--- src/rtl/fork_join_timer.sv ---
// fork_join_timer: a bank of NUM_CH countdown channels launched together by one
// start, with a join detector giving SV fork join / join_any / join_none semantics.
// Each channel with a nonzero count completes after exactly that many posedges.
// kill aborts every running channel silently. A start while busy is ignored and
// flagged with start_err.
module fork_join_timer #(
    parameter int NUM_CH = 3,
    parameter int CNT_W  = 8
) (
    input  logic                      clock,
    input  logic                      reset,
    input  logic                      start,
    input  logic [1:0]                mode,
    input  logic [NUM_CH*CNT_W-1:0]   counts,
    input  logic                      kill,
    output logic                      busy,
    output logic [NUM_CH-1:0]         ch_active,
    output logic [NUM_CH-1:0]         ch_done,
    output logic                      join_done,
    output logic                      start_err
);

    typedef enum logic [1:0] {
        ST_IDLE  = 2'd0,
        ST_RUN   = 2'd1,
        ST_DRAIN = 2'd2
    } state_t;

    typedef enum logic [1:0] {
        JM_ALL  = 2'd0,
        JM_ANY  = 2'd1,
        JM_NONE = 2'd2
    } join_mode_t;

    localparam logic [CNT_W-1:0] CNT_ZERO = {CNT_W{1'b0}};
    localparam logic [CNT_W-1:0] CNT_ONE  = {{(CNT_W-1){1'b0}}, 1'b1};

    logic [CNT_W-1:0]  cnt_r [NUM_CH];
    logic [NUM_CH-1:0] ch_active_r;
    logic [NUM_CH-1:0] ch_done_r;
    logic              busy_r;
    logic              join_done_r;
    logic              start_err_r;
    state_t            state_r;
    join_mode_t        mode_r;

    logic [NUM_CH-1:0] fin_s;
    logic [NUM_CH-1:0] launch_s;
    logic [NUM_CH-1:0] act_next_s;
    logic              accept_s;
    logic              reject_s;
    join_mode_t        mode_dec_s;

    // Per-channel finish/launch flags, start arbitration and join-mode decode.
    always_comb begin
        fin_s    = {NUM_CH{1'b0}};
        launch_s = {NUM_CH{1'b0}};
        for (int i = 0; i < NUM_CH; i++) begin
            fin_s[i]    = ch_active_r[i] && (cnt_r[i] == CNT_ONE);
            launch_s[i] = (counts[i*CNT_W +: CNT_W] != CNT_ZERO);
        end
        act_next_s = ch_active_r & ~fin_s;
        // busy is registered, so a start on the edge the last channel ends is rejected.
        accept_s   = start && !busy_r && !kill;
        reject_s   = start &&  busy_r && !kill;
        case (mode)
            2'b01:   mode_dec_s = JM_ANY;
            2'b10:   mode_dec_s = JM_NONE;
            default: mode_dec_s = JM_ALL;
        endcase
    end

    // Channel counters: load on accepted start, count down to zero, clear on kill.
    always_ff @(posedge clock) begin
        if (reset || kill) begin
            for (int i = 0; i < NUM_CH; i++) begin
                cnt_r[i] <= CNT_ZERO;
            end
            ch_active_r <= {NUM_CH{1'b0}};
        end else if (accept_s) begin
            for (int i = 0; i < NUM_CH; i++) begin
                cnt_r[i] <= counts[i*CNT_W +: CNT_W];
            end
            ch_active_r <= launch_s;
        end else begin
            for (int i = 0; i < NUM_CH; i++) begin
                if (ch_active_r[i] && (cnt_r[i] != CNT_ZERO)) begin
                    cnt_r[i] <= cnt_r[i] - CNT_ONE;
                end else begin
                    cnt_r[i] <= cnt_r[i];
                end
            end
            ch_active_r <= act_next_s;
        end
    end

    // Join FSM and the registered status/pulse outputs.
    always_ff @(posedge clock) begin
        if (reset) begin
            state_r     <= ST_IDLE;
            mode_r      <= JM_ALL;
            busy_r      <= 1'b0;
            ch_done_r   <= {NUM_CH{1'b0}};
            join_done_r <= 1'b0;
            start_err_r <= 1'b0;
        end else if (kill) begin
            // Abort: no completion pulses, start on this edge is dropped.
            state_r     <= ST_IDLE;
            busy_r      <= 1'b0;
            ch_done_r   <= {NUM_CH{1'b0}};
            join_done_r <= 1'b0;
            start_err_r <= 1'b0;
        end else begin
            ch_done_r   <= fin_s;
            join_done_r <= 1'b0;
            start_err_r <= reject_s;
            busy_r      <= |act_next_s;
            case (state_r)
                ST_IDLE: begin
                    if (accept_s) begin
                        mode_r <= mode_dec_s;
                        busy_r <= |launch_s;
                        if (launch_s == {NUM_CH{1'b0}}) begin
                            // Nothing to run: the fork is trivially joined.
                            join_done_r <= 1'b1;
                            state_r     <= ST_IDLE;
                        end else if (mode_dec_s == JM_NONE) begin
                            join_done_r <= 1'b1;
                            state_r     <= ST_DRAIN;
                        end else begin
                            state_r     <= ST_RUN;
                        end
                    end else begin
                        state_r <= ST_IDLE;
                    end
                end
                ST_RUN: begin
                    if (mode_r == JM_ANY) begin
                        if (fin_s != {NUM_CH{1'b0}}) begin
                            join_done_r <= 1'b1;
                            state_r     <= (act_next_s == {NUM_CH{1'b0}}) ? ST_IDLE : ST_DRAIN;
                        end else begin
                            state_r <= ST_RUN;
                        end
                    end else begin
                        if (act_next_s == {NUM_CH{1'b0}}) begin
                            join_done_r <= 1'b1;
                            state_r     <= ST_IDLE;
                        end else begin
                            state_r <= ST_RUN;
                        end
                    end
                end
                ST_DRAIN: begin
                    if (act_next_s == {NUM_CH{1'b0}}) begin
                        state_r <= ST_IDLE;
                    end else begin
                        state_r <= ST_DRAIN;
                    end
                end
                default: begin
                    state_r <= ST_IDLE;
                end
            endcase
        end
    end

    assign busy      = busy_r;
    assign ch_active = ch_active_r;
    assign ch_done   = ch_done_r;
    assign join_done = join_done_r;
    assign start_err = start_err_r;

endmodule

--- config.mk ---
export PLATFORM = sky130hd
export DESIGN_NAME = fork_join_timer
export DESIGN_NICKNAME = d
export VERILOG_FILES = /design/src/rtl/fork_join_timer.sv
export SDC_FILE = /design/constraint.sdc
export NUM_CORES = 1
export LEC_CHECK = 0
export ABC_AREA = 1
export BUFFER_PORTS_ARGS = -buffer_cell sky130_fd_sc_hd__buf_4
export CAP_MARGIN = 25
export CORE_ASPECT_RATIO = 1.2
export CORE_MARGIN = 2
export CORE_UTILIZATION = 58
export CTS_BUF_LIST = sky130_fd_sc_hd__clkbuf_4 sky130_fd_sc_hd__clkbuf_8
export DETAILED_ROUTE_END_ITERATION = 8
export PLACE_DENSITY_LB_ADDON = 0.08
export SLEW_MARGIN = 10
export SYNTH_ARGS = -nofsm -noshare
export SYNTH_HDL_FRONTEND = slang
export SYNTH_SLANG_ARGS = --single-unit
--- constraint.sdc ---
create_clock -name clock -period 2.15 [get_ports clock]
set_clock_uncertainty 0.15 [all_clocks]
set_input_delay 0 -clock clock [delete_from_list [all_inputs] [get_ports clock]]
set_output_delay 0 -clock clock [all_outputs]
set_load 0.01 [all_outputs]
==> impl_metrics.py <==
metrics = {
    "run_status": {
        "status": "finished clean",
    },
    "global_routing": {
        "antenna_found_initial": 0,
        "top_usage_layer": "met2",
        "grt_util_all_layers_pct": 25.10,
        "grt_overflow": 0,
        "grt_use_met2_pct": 45.91,
        "grt_pass1_vias": 1973,
        "grtUsageMet3_pct": 5.484,
        "grt_max_degree": 22,
        "met1_usage_pct": 28.78,
        "grt_pass1_wl_um": 8155,
    },
    "synthesis": {
        "yosys_register_bits": 37,
        "yosys.area.top_type_share_pct": 33.49,
        "synth_adder_area_share_pct": 5.233,
        "yosys-top-cells-area": "edfxtp_1 33%, dfxtp_1 12%, inv_1 8.9%",
        "synth.largest_area_cell": "edfxtp_1",
        "synth_area_um2": 2152,
        "synth_cell_type_count": 24,
        "synth_compound_area_share_pct": 11.80,
        "avgSynthCellArea_um2": 8.121,
        "synthXorXnorAreaFrac_pct": 4.884,
        "synth_edf_count": 24,
        "ys_seq_area_share_pct": 45.58,
        "synth_top_family_by_area": "simple AND/OR/NAND/NOR gates",
        "synth.mux.area_fraction_pct": 0,
        "synth_commonest_cells": "51 x inv_1, 46 x nand2_1, 25 x nor2_1, 24 x edfxtp_1, 18 x o22ai_1",
        "synth_nets": 304,
        "yosys.area_share.simple_pct": 22.33,
        "yosysWarnings": 0,
        "synth-main-ff-cell": "edfxtp_1",
        "post-synth-top-count-cell": "inv_1",
        "syn_inst": 265,
        "async_reset_ff_share_pct": 0,
    },
    "die": {
        "die_area_um2": 4216,
        "io_pins": 39,
        "start_util_pct": 59.72,
        "rows": 24,
        "die_x_um": 59.61,
        "dieHeight_um": 70.73,
        "core_area_um2": 3603,
    },
    "sta": {
        "tightestPinTransition_ps": 356.2,
        "rsz0062_at_grt": "no",
        "fin_crit_sh_pct": 91.68,
        "fin_crit_ps": 1971,
        "fin_tns_setup_ps": 0,
        "drv_slew": 0,
        "hold_viol_final": 0,
        "fmax_ghz": 0.5073,
        "setup_viol": 0,
        "slew_headroom_pct": 76.20,
    },
    "pwr": {
        "worst_ir_drop_vdd_v": 0.0004516,
        "switching_power_uw": 531.9,
        "combPwrFrac_pct": 23.8,
        "switching_share_pct": 28.68,
        "power_leakage_uw": 0.001389,
        "power_density_nw_per_um2": 632.7,
        "clock_power_share_pct": 28.5,
        "p_int_uw": 1323,
        "p_seq_share_pct": 47.7,
    },
    "cells_and_area": {
        "fillCellCount": 245,
        "diodes": 0,
        "drive_gt1_share_pct": 18.37,
        "final_cells": 382,
        "finalNetCount": 381,
        "syn_to_final_growth_pct": 36.22,
        "multi_input_area_um2": 952.2,
        "ff_latch_area_um2": 980.9,
    },
    "worst_setup_path": {
        "startpoint_type": "input pin",
        "crit_type": "input pin to register",
        "path_max_fanout": 4,
        "cp.buffers_inverters": 4,
        "slowest_delay_ps": 570,
        "cp.arrival_ps": 2050,
        "crit_chain": "dlygate4sd3_1, buf_4, inv_1, nand4_1, dlygate4sd3_1, nor2_1, nand3_1, nand2_1, nand2_1, a21oi_2",
        "critPathTopFamily": "buffers and inverters",
        "critPathRequiredTime_ps": 2230,
        "setup.worst_path.end_class": "register",
        "slowest_stage": "dlygate4sd3_1",
    },
    "routing": {
        "post_drt_wl_per_cell_um": 12.93,
        "firstDrtPassIters": 4,
        "routed_wl_um": 4941,
        "drtIter0Drc": 75,
        "vias": 2004,
        "routed_via_density": 5.246,
        "drtAntennaViolNets": 0,
        "drc": 0,
    },
    "clock_network": {
        "clkTransAtPathRegs_ps": 70,
        "clock_sinks": 37,
        "cts_setup_buffers": 0,
        "htreeDepth": 2,
        "numCtsBuffers": 5,
        "cts.path.max_buffers": 2,
        "clk_latency_ps": 290,
        "cts_tree": "built",
        "root_buffer": "clkbuf_8",
    },
    "placed_design": {
        "dp_hpwl_um": 3390,
        "globalplace.congestion": 0.8314,
        "port_buffers": 38,
        "placed_cells": 340,
    },
    "job": {
        "cap_violations": 0,
    },
    "hold_path": {
        "hp-class": "input pin to register",
    },
}
==> routing by layer <==
metal  part of all wire [%]  vias up
met5                      0        -
met1                     41      923
met3                    4.3        8
met2                     54       47
li1                       -     1026
met4                    1.2        0
==> kinds of logic after synthesis <==
logic type,after synthesis
AND/OR/NAND/NOR,107
buffers and inverters,57
AO/OA/AOI/OAI,43
flip-flops,37
XOR/XNOR,12
adder cells (fa/ha/maj),9
==> power by group through the flow <==
stage	Combinational, µW	Clock [µW]	Sequential [µW]
2_1_floorplan	281	0	889
3_3_place_gp	384	0	897
3_5_place_dp	391	0	899
4_1_cts	438	527	884
5_1_grt	495	555	893
6_report	442	529	884
==> cells in the final DEF, fill, tap and decap left out, drive strengths merged, types with 6 or more instances in the layout <==
| master | n |
|---|---|
| a21oi | 6 |
| buf | 40 |
| clkbuf | 8 |
| dfxtp | 13 |
| dlygate4sd3 | 34 |
| edfxtp | 24 |
| ha | 9 |
| inv | 53 |
| nand2 | 49 |
| nand3 | 12 |
| nand4 | 8 |
| nor2 | 31 |
| o21ai | 17 |
| o22ai | 18 |
| xor2 | 8 |
==> final timing paths <==
| kind | slack (ps) | end | cells after the start | startpoint |
|---|---|---|---|---|
| hold / removal | 20 | state_r[0] | 6 | mode[1] |
| setup reg to reg | 330 | mode_r[1] | 8 | busy |
| setup / recovery | 180 | join_done | 10 | counts[4] |
| hold reg to reg | 340 | mode_r[0] | 2 | mode_r[0] |
==> per-stage QoR <==
| stage | setup slack (ps) | area (µm²) | util, % | hold slack, ps | total power [µW] |
|---|---|---|---|---|---|
| floorplan | 534.6 | 2152 | - | -80.93 | 1170 |
| global placement | 482.8 | 2494 | 69.20 | 34.66 | 1281 |
| detailed placement | 380.2 | 2494 | 69.20 | 43.64 | 1291 |
| CTS | 185.3 | 2932 | 81.35 | 18.47 | 1849 |
| global route | 65.73 | 2932 | 81.35 | 117.8 | 1944 |
| finish | 178.8 | 2932 | 81.35 | 18.28 | 1855 |
==> worst reg2reg max path, cell delays in order, from the launching register on <==
cell,delay (ps)
dfxtp_1,330
inv_1,50
nand3_1,90
inv_1,90
nand2_1,130
nor2_1,160
inv_1,60
a21oi_1,130
dlygate4sd3_1,570
==> area by class of cell <==
| type | count | share of cell area [%] |
|---|---|---|
| clock buffer | 8 | 3.329 |
| inverter | 53 | 6.786 |
| multi-input combinational | 171 | 32.48 |
| sequential | 37 | 33.46 |
| tap | 39 | 1.665 |
| timing repair buffer | 74 | 22.28 |
==> what timing repair did <==
| item | in CTS | in global routing |
|---|---|---|
| gates resized for setup | 0 | 0 |
| hold buffers | 34 | 0 |
| hold endpoints to repair | 33 | 0 |
==> sequential cells by signal, indices dropped and copies added (netlist names) <==
| signal | flops |
|---|---|
| ch_done | 3 |
| mode_r | 2 |
| start_err | 1 |
| state_r | 2 |
| join_done | 1 |
| busy | 1 |
| ch_active | 3 |
| cnt_r | 24 |
(Power assumes the default switching activity.)
